==> src/rtl/lsu_pkg.sv <==
// Shared types, funct3 codes and store lane helpers for the MEM/EX load/store unit.
package lsu_pkg;

  typedef enum logic [1:0] {
    IDLE = 2'd0,
    WAIT = 2'd1,
    DONE = 2'd2
  } lsu_state_t;

  localparam logic [2:0] F3_B  = 3'b000;
  localparam logic [2:0] F3_H  = 3'b001;
  localparam logic [2:0] F3_W  = 3'b010;
  localparam logic [2:0] F3_BU = 3'b100;
  localparam logic [2:0] F3_HU = 3'b101;

  function automatic logic load_legal(input logic [2:0] f3);
    load_legal = (f3 == F3_B) || (f3 == F3_H) || (f3 == F3_W) ||
                 (f3 == F3_BU) || (f3 == F3_HU);
  endfunction

  function automatic logic store_legal(input logic [2:0] f3);
    store_legal = (f3 == F3_B) || (f3 == F3_H) || (f3 == F3_W);
  endfunction

  function automatic logic is_misaligned(input logic [2:0] f3, input logic [1:0] off);
    case (f3)
      F3_H, F3_HU: is_misaligned = off[0];
      F3_W:        is_misaligned = (off != 2'b00);
      default:     is_misaligned = 1'b0;
    endcase
  endfunction

  // Half stores only look at off[1], so a misaligned half is silently masked.
  function automatic logic [3:0] store_be(input logic [2:0] f3, input logic [1:0] off);
    case (f3)
      F3_B:    store_be = 4'b0001 << off;
      F3_H:    store_be = 4'b0011 << {off[1], 1'b0};
      default: store_be = 4'b1111;
    endcase
  endfunction

  function automatic logic [31:0] store_wdata(input logic [2:0] f3, input logic [31:0] d);
    case (f3)
      F3_B:    store_wdata = {4{d[7:0]}};
      F3_H:    store_wdata = {2{d[15:0]}};
      default: store_wdata = d;
    endcase
  endfunction

endpackage

==> src/rtl/lsu_load_align.sv <==
// Combinational load lane select and sign/zero extension of the bus read word.
module lsu_load_align
  import lsu_pkg::*;
(
  input  logic [31:0] rdata,
  input  logic [1:0]  offset,
  input  logic [2:0]  funct3,
  output logic [31:0] result
);

  logic [7:0]  w_byte;
  logic [15:0] w_half;

  always_comb begin
    case (offset)
      2'd0:    w_byte = rdata[7:0];
      2'd1:    w_byte = rdata[15:8];
      2'd2:    w_byte = rdata[23:16];
      default: w_byte = rdata[31:24];
    endcase
    w_half = offset[1] ? rdata[31:16] : rdata[15:0];
  end

  always_comb begin
    case (funct3)
      F3_B:    result = {{24{w_byte[7]}}, w_byte};
      F3_H:    result = {{16{w_half[15]}}, w_half};
      F3_BU:   result = {24'd0, w_byte};
      F3_HU:   result = {16'd0, w_half};
      default: result = rdata;
    endcase
  end

endmodule

==> src/rtl/memex_lsu.sv <==
// MEM/EX load/store unit: latches one access, runs req/ack on the data bus, stalls upstream.
// Optional MISALIGN_TRAP_EN rejects misaligned half/word accesses instead of masking the address.
module memex_lsu
  import lsu_pkg::*;
(
  input  logic        clk,
  input  logic        rst_n,
  input  logic        invalid_MEMEX,
  input  logic        mem_read_MEMEX,
  input  logic        mem_write_MEMEX,
  input  logic [2:0]  funct3_MEMEX,
  input  logic [31:0] alu_result_MEMEX,
  input  logic [31:0] store_data_MEMEX,
  input  logic [3:0]  rd_MEMEX,
  input  logic        regfile_we_MEMEX,
  output logic        dbus_req,
  output logic        dbus_we,
  output logic [31:0] dbus_addr,
  output logic [3:0]  dbus_be,
  output logic [31:0] dbus_wdata,
  input  logic        dbus_ack,
  input  logic [31:0] dbus_rdata,
  output logic        stall_MEMEX,
  output logic [3:0]  rd_out,
  output logic [31:0] result_out,
  output logic        regfile_we_out,
  output logic        misaligned_MEMEX
);

  lsu_state_t  r_state;
  lsu_state_t  w_state_nxt;
  logic [31:0] r_addr;
  logic [31:0] r_wdata;
  logic [31:0] r_result;
  logic [3:0]  r_be;
  logic [3:0]  r_rd;
  logic        r_bus_we;
  logic        r_rf_we;
  logic [2:0]  r_funct3;
  logic [1:0]  r_offset;

  logic        w_mem_op;
  logic        w_legal;
  logic        w_misaligned;
  logic        w_start;
  logic [31:0] w_load_data;

  assign w_mem_op = mem_read_MEMEX | mem_write_MEMEX;
  assign w_legal  = (mem_read_MEMEX ^ mem_write_MEMEX) &
                    (mem_read_MEMEX ? load_legal(funct3_MEMEX) : store_legal(funct3_MEMEX));

`ifdef MISALIGN_TRAP_EN
  assign w_misaligned     = is_misaligned(funct3_MEMEX, alu_result_MEMEX[1:0]);
  assign misaligned_MEMEX = rst_n & (r_state == IDLE) & ~invalid_MEMEX &
                            w_mem_op & w_legal & w_misaligned;
`else
  assign w_misaligned     = 1'b0;
  assign misaligned_MEMEX = 1'b0;
`endif

  assign w_start = (r_state == IDLE) & ~invalid_MEMEX & w_mem_op & w_legal & ~w_misaligned;

  lsu_load_align u_align (
    .rdata  (dbus_rdata),
    .offset (r_offset),
    .funct3 (r_funct3),
    .result (w_load_data)
  );

  always_ff @(posedge clk) begin
    if (!rst_n) begin
      r_state  <= IDLE;
      r_addr   <= '0;
      r_wdata  <= '0;
      r_result <= '0;
      r_be     <= '0;
      r_rd     <= '0;
      r_bus_we <= 1'b0;
      r_rf_we  <= 1'b0;
      r_funct3 <= '0;
      r_offset <= '0;
    end else begin
      r_state <= w_state_nxt;
      if (w_start) begin
        r_addr   <= {alu_result_MEMEX[31:2], 2'b00};
        r_bus_we <= mem_write_MEMEX;
        r_be     <= mem_write_MEMEX ? store_be(funct3_MEMEX, alu_result_MEMEX[1:0]) : 4'b0000;
        r_wdata  <= mem_write_MEMEX ? store_wdata(funct3_MEMEX, store_data_MEMEX) : 32'd0;
        r_funct3 <= funct3_MEMEX;
        r_offset <= alu_result_MEMEX[1:0];
        r_rd     <= rd_MEMEX;
        r_rf_we  <= regfile_we_MEMEX & mem_read_MEMEX;
      end
      if ((r_state == WAIT) && dbus_ack) begin
        r_result <= r_bus_we ? 32'd0 : w_load_data;
      end
    end
  end

  always_comb begin
    w_state_nxt = r_state;
    case (r_state)
      IDLE:    if (w_start) w_state_nxt = WAIT;
      WAIT:    if (dbus_ack) w_state_nxt = DONE;
      DONE:    w_state_nxt = IDLE;
      default: w_state_nxt = IDLE;
    endcase
  end

  // The WB register keeps advancing while we stall, so writeback is masked until DONE.
  always_comb begin
    stall_MEMEX    = 1'b0;
    rd_out         = rd_MEMEX;
    result_out     = alu_result_MEMEX;
    regfile_we_out = regfile_we_MEMEX & ~invalid_MEMEX;
    case (r_state)
      IDLE: begin
        if (w_start) begin
          stall_MEMEX    = 1'b1;
          regfile_we_out = 1'b0;
        end else if (~invalid_MEMEX & w_mem_op & ~w_legal) begin
          result_out     = 32'd0;
          regfile_we_out = 1'b0;
        end else if (~invalid_MEMEX & w_mem_op & w_misaligned) begin
          regfile_we_out = 1'b0;
        end
      end
      WAIT: begin
        stall_MEMEX    = 1'b1;
        regfile_we_out = 1'b0;
      end
      DONE: begin
        rd_out         = r_rd;
        result_out     = r_result;
        regfile_we_out = r_rf_we;
      end
      default: begin
        regfile_we_out = 1'b0;
      end
    endcase
  end

  assign dbus_req   = (r_state == WAIT);
  assign dbus_we    = r_bus_we;
  assign dbus_addr  = r_addr;
  assign dbus_be    = r_be;
  assign dbus_wdata = r_wdata;

endmodule

==> config.mk <==
export PLATFORM = sky130hd
export DESIGN_NAME = memex_lsu
export DESIGN_NICKNAME = d
export VERILOG_FILES = /design/src/rtl/lsu_pkg.sv /design/src/rtl/lsu_load_align.sv /design/src/rtl/memex_lsu.sv
export SDC_FILE = /design/constraint.sdc
export NUM_CORES = 1
export LEC_CHECK = 0
export BUFFER_PORTS_ARGS = -buffer_cell sky130_fd_sc_hd__buf_2
export CORE_MARGIN = 5
export CORE_UTILIZATION = 45
export CTS_CLUSTER_DIAMETER = 100
export DETAILED_ROUTE_END_ITERATION = 7
export PLACE_DENSITY = 0.8
export SYNTH_ARGS = -nofsm -noshare
export SYNTH_HDL_FRONTEND = slang
export SYNTH_SLANG_ARGS = --single-unit
export TNS_END_PERCENT = 30
==> constraint.sdc <==
create_clock -name clk -period 3.08 [get_ports clk]
set_input_delay 0.77 -clock clk [delete_from_list [all_inputs] [get_ports clk]]
set_output_delay 0.77 -clock clk [all_outputs]
set_load 0.01 [all_outputs]
==> results of run 1 <==
[logic make-up after synthesis]
family | after synthesis
AOI/OAI and AO/OA | 201
adders and majority gates | 1
buffers and inverters | 72
DFF | 111
muxes | 39
other | 1
and+or+nand+nor | 160
[stage by stage]
stage,worst slack (ps),instance area (um2),utilization [%],power (mW)
6_report,205,6690,58.6,3.21
5_1_grt,128,6690,58.6,3.35
4_1_cts,208,6690,58.6,3.24
3_5_place_dp,188,6380,55.9,2.05
3_3_place_gp,305,6380,55.9,2.03
2_1_floorplan,383,5230,-,1.81
[flip-flops by register name, summed over array words and instances, names as in the netlist]
| register | flops |
|---|---|
| dbus_we | 1 |
| r_state | 2 |
| dbus_wdata | 32 |
| r_result | 32 |
| r_funct3 | 3 |
| r_rf_we | 1 |
| dbus_be | 4 |
| r_rd | 4 |
| dbus_addr | 30 |
| r_offset | 2 |
[layout make-up]
| class | count | area, um2 | share of cell area, % |
|---|---|---|---|
| multi-input cells | 404 | 2730 | 40.7 |
| flip-flops and latches | 111 | 2220 | 33.2 |
| repair buffers | 230 | 1200 | 18.0 |
| clock buffers | 9 | 225 | 3.37 |
| well taps | 143 | 179 | 2.67 |
| clock inverters | 7 | 77.6 | 1.16 |
| inverters | 15 | 56.3 | 0.842 |
| diodes | 1 | 2.50 | 0.0374 |
[worst reg2reg max path: cells and delay by family (launching register included)]
| family | cells | cell delay, ps |
|---|---|---|
| AO/OA/AOI/OAI | 2 | 950 |
| flip-flops | 1 | 460 |
| AND/OR/NAND/NOR | 2 | 770 |
[Yosys cell counts, types with 10 or more instances]
cell type and count:
mux2i_1 25, dfxtp_1 111, a21oi_1 19, o2bb2ai_1 24
nand2_1 66, a221o_1 17, a22o_1 52, inv_1 15
and2_1 10, nand3_1 41, mux2_2 14, clkbuf_1 39
o21ai_0 62
[routing by layer]
metal	GRT usage [%]	part of all wire, %	up-vias
met5	0	0	-
met4	8.32	2.4	0
met3	7.69	9.4	28
met2	38.5	47	261
met1	29.1	41	2476
li1	-	-	2515
[how the worst max path moves through the flow]
stage | startpoint | endpoint | slack [ps]
3_5_place_dp | mem_read_MEMEX | dbus_wdata[27]$_SDFFE_PN0P_ | 190
6_report | mem_read_MEMEX | result_out[0] | 210
3_3_place_gp | mem_read_MEMEX | result_out[30] | 310
4_1_cts | mem_read_MEMEX | result_out[0] | 210
5_1_grt | mem_read_MEMEX | result_out[13] | 130
2_1_floorplan | funct3_MEMEX[1] | result_out[10] | 380
[where the power goes]
part	leakage (nW)	switching [mW]	internal (mW)
clock network	0.152	0.553	0.642
registers	0.898	0.0290	1.48
logic	2.09	0.291	0.220
==> out/results.ini, run 1 <==
[status]
status = completed

[setup_path]
r2r-start = r_state[0]$_SDFFE_PN0P_
rr_endpoint = r_result[20]$_SDFFE_PN0P_
r2r_slack_ps = 840
critPathTopFamily = buffers and inverters
end_kind = output pin
start_kind = input port
crit_top_cell = buf_2
crit_path_max_incr_delay_ps = 310
cpMaxStageDelayCell = nor3_1
critPathMaxFanout = 32
cp_num_cells = 8
critical_path_buf_inv_count = 4
rr_worst_depth = 4
cp_cell_sequence = buf_2 > inv_1 > ha_1 > nor3_1 > a21oi_2 > buf_12 > a22o_1 > buf_2
worstPathRequired_ps = 2310
critical_path_class = in2out
cp.arrival_ps = 2100

[yosys]
post_synth_inst_count = 585
synth-simple-area-share_pct = 14.9
synth_top_family_by_area = compound AO/OA/AOI/OAI gates
synthTopCellsByArea = dfxtp_1 43%, a22o_1 8.7%, o21ai_0 5.9%
yosys_warnings = 0
syn_area_per_cell_um2 = 8.93
yosysTopAreaCellShare_pct = 42.5
synth-seq-cells = 111
synthFlopType = dfxtp_1
synth_compound_area_share_pct = 28.5
yosysTopAreaCell = dfxtp_1
synth-seq-area-share_pct = 42.5
synth-xor-area-share_pct = 0
synthAdderAreaFrac_pct = 0.239
synth_mux_area_share_pct = 7.80
async_flop_share_pct = 0
synth_cell_types = 41
synthesis.area_um2 = 5230
synth_edf_count = 0

[floorplan]
die_w_um = 118
fp.dieH_um = 118
initial_core_util_pct = 45.8
boundaryPins = 219
fp.dieArea_um2 = 13900
fp-row-count = 39
core_um2 = 11400

[sta]
slew_viol_final = 0
hold_viol = 0
final.min_clock_period_ps = 2870
finalCritPeriodShare_pct = 93.3
max_slew_margin_pct = 37.0
skew_ps = 6.34
worst_pin_slew_ps = 945
rsz0062_at_grt = false
finalSetupTns_ps = 0
clock.fmax_ghz = 0.348
setup_viol = 0
timing.hold.ws_ps = 461

[detailed_routing]
ant_nets = 0
firstDrtPassIters = 5
wl_per_cell_um = 18.5
wirelength_um = 17000
drc_errors = 0
viasPerCell = 5.74
drtIter0Drc = 254
vias = 5280

[clocking]
path_clk_slew_ps = 80
tritoncts = built
cts_max_level = 3
cts_buffers = 9
cts_sinks = 111
postCtsSetupBuffers = 0
root_buffer = clkbuf_16
clockBufferDepth = 2
clk_latency_ps = 340
hold_buffers = 0
cts_resized = 0

[min_path]
hp-class = reg2reg
whs_path_depth = 1
holdCritStartpoint = dbus_wdata[9]$_SDFFE_PN0P_
hold_path_end = dbus_wdata[9]$_SDFFE_PN0P_

[cells_and_area]
drive_above_1_share_pct = 35.7
area_delta_synth_final_pct = 28.0
fin_cells = 920
nets = 882
layout_common_cells = 215 x buf_2, 111 x dfxtp_1, 66 x nand2_1, 62 x o21ai_0, 52 x a22o_1
final_common_cell = buf_2
nFillCells = 979

[power_and_ir_drop]
powerDensity_nw_per_um2 = 480
peakVddDrop_mv = 0.300
total_leakage_power_nw = 3.14

[placement]
placed_cells = 903
post-dp-hpwl_um = 12800
port_buffers = 215
gp_congestion = 0.853

[run]
maxCapViolCount = 0

[grt]
grt_pass1_wl_um = 27200
grt_pass1_vias = 5256
antenna_found_initial = 1
grt_max_degree = 79
track_usage_pct = 23.6
grt-ovfl-total = 0

No activity file was read; power rests on OpenSTA's default activity.
==> run 2: changes to the inputs <==
PLACE_DENSITY = 0.85   (was 0.8)
==> out/results.ini, run 2 (same netlist as run 1, synthesis figures left out) <==
[grt]
grt_pass1_vias = 4924
grt_max_degree = 65
grt_pass1_wl_um = 25600
track_usage_pct = 22.2
antenna_found_initial = 1
grt-ovfl-total = 0

[power_and_ir_drop]
p_int_mw = 2.27
switching_share_pct = 27.9
total_leakage_power_nw = 3.15
p_switching_uw = 877
peakVddDrop_mv = 0.256
powerDensity_nw_per_um2 = 470
clockPowerShare_pct = 36.2
power_frac_comb_pct = 16.0
fin_total_pwr_mw = 3.15
seq_power_share_pct = 47.8

[cells_and_area]
final_common_cell = buf_2
nets = 884
antenna_cells = 0
layout_common_cells = 215 x buf_2, 111 x dfxtp_1, 66 x nand2_1, 62 x o21ai_0, 52 x a22o_1
fin_cells = 921
drive_above_1_share_pct = 35.7
area_delta_synth_final_pct = 28.2
regArea_um2 = 2220
nFillCells = 1018
final_core_util_pct = 58.7
design_area_um2 = 6700
multiInputGateArea_um2 = 2730

[clocking]
cts_max_level = 3
clockBufferDepth = 2
hold_buffers = 0
path_clk_slew_ps = 70
clk_latency_ps = 340
cts_buffers = 9
cts_resized = 0
postCtsSetupBuffers = 0
root_buffer = clkbuf_16
tritoncts = built
cts_sinks = 111

[min_path]
hp-class = reg2reg
whs_path_depth = 1
hold_path_end = dbus_wdata[9]$_SDFFE_PN0P_
holdCritStartpoint = dbus_wdata[9]$_SDFFE_PN0P_

[placement]
post-dp-hpwl_um = 12100
gp_congestion = 0.906
port_buffers = 215
placed_cells = 905
post-place-ws_ps = 237
place_area_um2 = 6410

[setup_path]
r2r_slack_ps = 820
rr_worst_depth = 4
start_kind = input port
cp.arrival_ps = 2080
r2r-start = r_state[0]$_SDFFE_PN0P_
rr_endpoint = r_result[29]$_SDFFE_PN0P_
critPathMaxFanout = 32
critical_path_class = in2out
worstPathRequired_ps = 2310
end_kind = output pin

[detailed_routing]
ant_nets = 0
firstDrtPassIters = 5
drtIter0Drc = 277
drc_errors = 0
wl_per_cell_um = 17.4
viasPerCell = 5.62
vias = 5175
wirelength_um = 16000

[sta]
max_slew_margin_pct = 39.4
setup_viol = 0
final.min_clock_period_ps = 2850
skew_ps = 8.89
finalCritPeriodShare_pct = 92.6
worst_pin_slew_ps = 908
timing.hold.ws_ps = 465
rsz0062_at_grt = false
clock.fmax_ghz = 0.351
hold_viol = 0
finalSetupTns_ps = 0
worst_slack_ps = 229
slew_viol_final = 0

[floorplan]
initial_core_util_pct = 45.8
boundaryPins = 219
core_um2 = 11400
fp.dieArea_um2 = 13900
fp-row-count = 39
die_w_um = 118
fp.dieH_um = 118

[run]
maxCapViolCount = 0

[status]
status = completed

run 2: changes by cell type in the layout (fill, tap and decap cells not counted), sizes merged:
cell    previous run  this run
buf              230       232
clkinv             3         2
bufinv             1         0
clkbuf             9        10
diode              1         0
inv               18        19
run 2: worst max path at each step:
stage	startpoint	end	slack, ps	depth (start not counted)
after floorplan	funct3_MEMEX[1]	result_out[10]	380	6
after global placement	mem_read_MEMEX	result_out[21]	280	8
after detailed placement	mem_read_MEMEX	result_out[9]	240	8
after CTS	mem_read_MEMEX	result_out[9]	230	8
after global routing	mem_read_MEMEX	result_out[0]	150	8
final	mem_read_MEMEX	result_out[0]	230	8
run 2: cell type report:
type / instances / share of cell area, %
clock buffer: 10 / 3.42
clock inverter: 6 / 0.934
inverter: 15 / 0.841
multi-input combinational: 404 / 40.8
sequential: 111 / 33.2
tap: 143 / 2.67
timing repair buffer: 232 / 18.2
run 2: power by group through the flow:
stage          clock (mW)  combinational [mW]  sequential, mW
3_5_place_dp            0               0.507            1.54
3_3_place_gp            0               0.497            1.54
4_1_cts              1.17               0.508            1.50
6_report             1.14               0.504            1.50
5_1_grt              1.23               0.554            1.51
2_1_floorplan           0               0.272            1.54
run 2: layer usage:
metal	vias to the layer above	track usage [%]	wire, um
met5	-	0	7
met4	2	7.67	446
met3	35	7.59	1530
met2	227	35.5	7390
met1	2374	27.9	6640
li1	2537	-	-
run 2: critical path: stages:
cell and delay, ps:
buf_2 100, inv_1 40, ha_1 320, o21ai_0 160, a21oi_4 180, buf_12 200, a22o_1 160, buf_2 130
==> run 3: changes to the inputs <==
CORE_ASPECT_RATIO = 1.2   (was unset)
SETUP_SLACK_MARGIN = 0.4   (was unset)
==> out/results.ini, run 3 (same netlist as run 1, synthesis figures left out) <==
[floorplan]
initial_core_util_pct = 45.6
fp-row-count = 43
fp.dieH_um = 128
boundaryPins = 219
fp.dieArea_um2 = 13900
die_w_um = 108
core_um2 = 11500

[setup_path]
critical_path_class = in2out
cp_cell_sequence = buf_8 > inv_4 > ha_4 > nor3_2 > buf_4 > a21oi_4 > buf_12 > clkbuf_16 > a22o_1 > buf_2
worstPathRequired_ps = 2310
end_kind = output pin
cp.arrival_ps = 1980
r2r_slack_ps = 710
start_kind = input port
crit_path_max_incr_delay_ps = 210
cpMaxStageDelayCell = a21oi_4
critPathMaxFanout = 8

[cells_and_area]
final_common_cell = buf_2
antenna_cells = 0
layout_common_cells = 213 x buf_2, 111 x dfxtp_1, 66 x nand2_1, 61 x o21ai_0, 52 x a22o_1
final_core_util_pct = 60.2
design_area_um2 = 6900
regArea_um2 = 2220
nets = 887
drive_above_1_share_pct = 36.9
multiInputGateArea_um2 = 2760
area_delta_synth_final_pct = 32.1
nFillCells = 1017

[min_path]
hp-class = reg2reg

[placement]
port_buffers = 215
gp_congestion = 0.881
place_area_um2 = 6400
post-dp-hpwl_um = 12400

[clocking]
cts_buffers = 9
hold_buffers = 0
root_buffer = clkbuf_16
clockBufferDepth = 2
tritoncts = built
clk_latency_ps = 340
path_clk_slew_ps = 80
cts_sinks = 111
cts_max_level = 3

[detailed_routing]
viasPerCell = 5.60
vias = 5256
drtIter0Drc = 351
ant_nets = 0
firstDrtPassIters = 5
wl_per_cell_um = 18.4
drc_errors = 0
wirelength_um = 17200

[sta]
slew_viol_final = 0
worst_pin_slew_ps = 978
finalSetupTns_ps = 0
hold_viol = 0
setup_viol = 0
rsz0062_at_grt = true
max_slew_margin_pct = 34.7
clock.fmax_ghz = 0.363
finalCritPeriodShare_pct = 89.4
skew_ps = 6.64
final.min_clock_period_ps = 2750

[power_and_ir_drop]
peakVddDrop_mv = 0.237
total_leakage_power_nw = 3.21
fin_total_pwr_mw = 3.33
powerDensity_nw_per_um2 = 482

[grt]
grt_max_degree = 80
grt_pass1_vias = 4901
grt_pass1_wl_um = 25900
track_usage_pct = 23.8
antenna_found_initial = 0
grt-ovfl-total = 0

[status]
status = completed

[run]
maxCapViolCount = 0

-- run 3: cell count changes in the layout (fill, tap and decap cells not counted), sizes merged --
cell	delta
bufinv	+2
buf	+2
inv	-3
clkbuf	+1
clkinvlp	+1
-- run 3: per-layer routing --
| metal | wire [um] | global-route usage, % | part of all wire (%) | vias to the layer above |
|---|---|---|---|---|
| li1 | - | - | - | 2538 |
| met1 | 6830 | 28.7 | 40 | 2406 |
| met2 | 8070 | 39.9 | 47 | 274 |
| met3 | 1620 | 5.09 | 9.4 | 38 |
| met4 | 709 | 11.7 | 4.1 | 0 |
| met5 | 0 | 0 | 0 | - |
-- run 3: critical path, delay by kind of cell --
family          cells  cell delay, ps
simple gates        1              30
compound gates      2             320
buf+inv             6             740
fa+ha+maj           1             120
-- run 3: area by class of cell --
class                      instances  share of cell area [%]
inverter                          15                   0.888
clock buffer                      10                    3.32
timing repair buffer             235                    19.4
sequential                       111                    32.2
clock inverter                     6                    1.36
tap                              157                    2.85
multi-input combinational        404                    40.0
-- run 3: stage by stage --
stage | instances | hold WS [ps] | worst slack, ps
2_1_floorplan | 587 | 425 | 383
3_3_place_gp | 916 | 442 | 283
3_5_place_dp | 916 | 441 | 236
4_1_cts | 937 | 466 | 326
5_1_grt | 938 | 477 | 270
6_report | 938 | 465 | 325
-- run 3: final timing paths --
check / startpoint / endpoint / cells past startpoint
worst max-delay path: mem_write_MEMEX / result_out[10] / 10
worst min-delay path: dbus_wdata[16]$_SDFFE_PN0P_ / dbus_wdata[16]$_SDFFE_PN0P_ / 1
worst max register to register: r_state[0]$_SDFFE_PN0P_ / r_result[20]$_SDFFE_PN0P_ / 4
worst min register to register: dbus_wdata[16]$_SDFFE_PN0P_ / dbus_wdata[16]$_SDFFE_PN0P_ / 1
-- run 3: timing repair --
item	in CTS	in global routing
setup buffers	3	0
setup endpoints to repair	32	34
resized for setup	14	2
cloned	2	1
pin swaps	7	5
-- run 3: report_power, final --
part           leakage, nW  internal [mW]  switching, mW
sequential           0.898           1.48         0.0292
combinational         2.16          0.255          0.305
clock                0.153          0.720          0.542
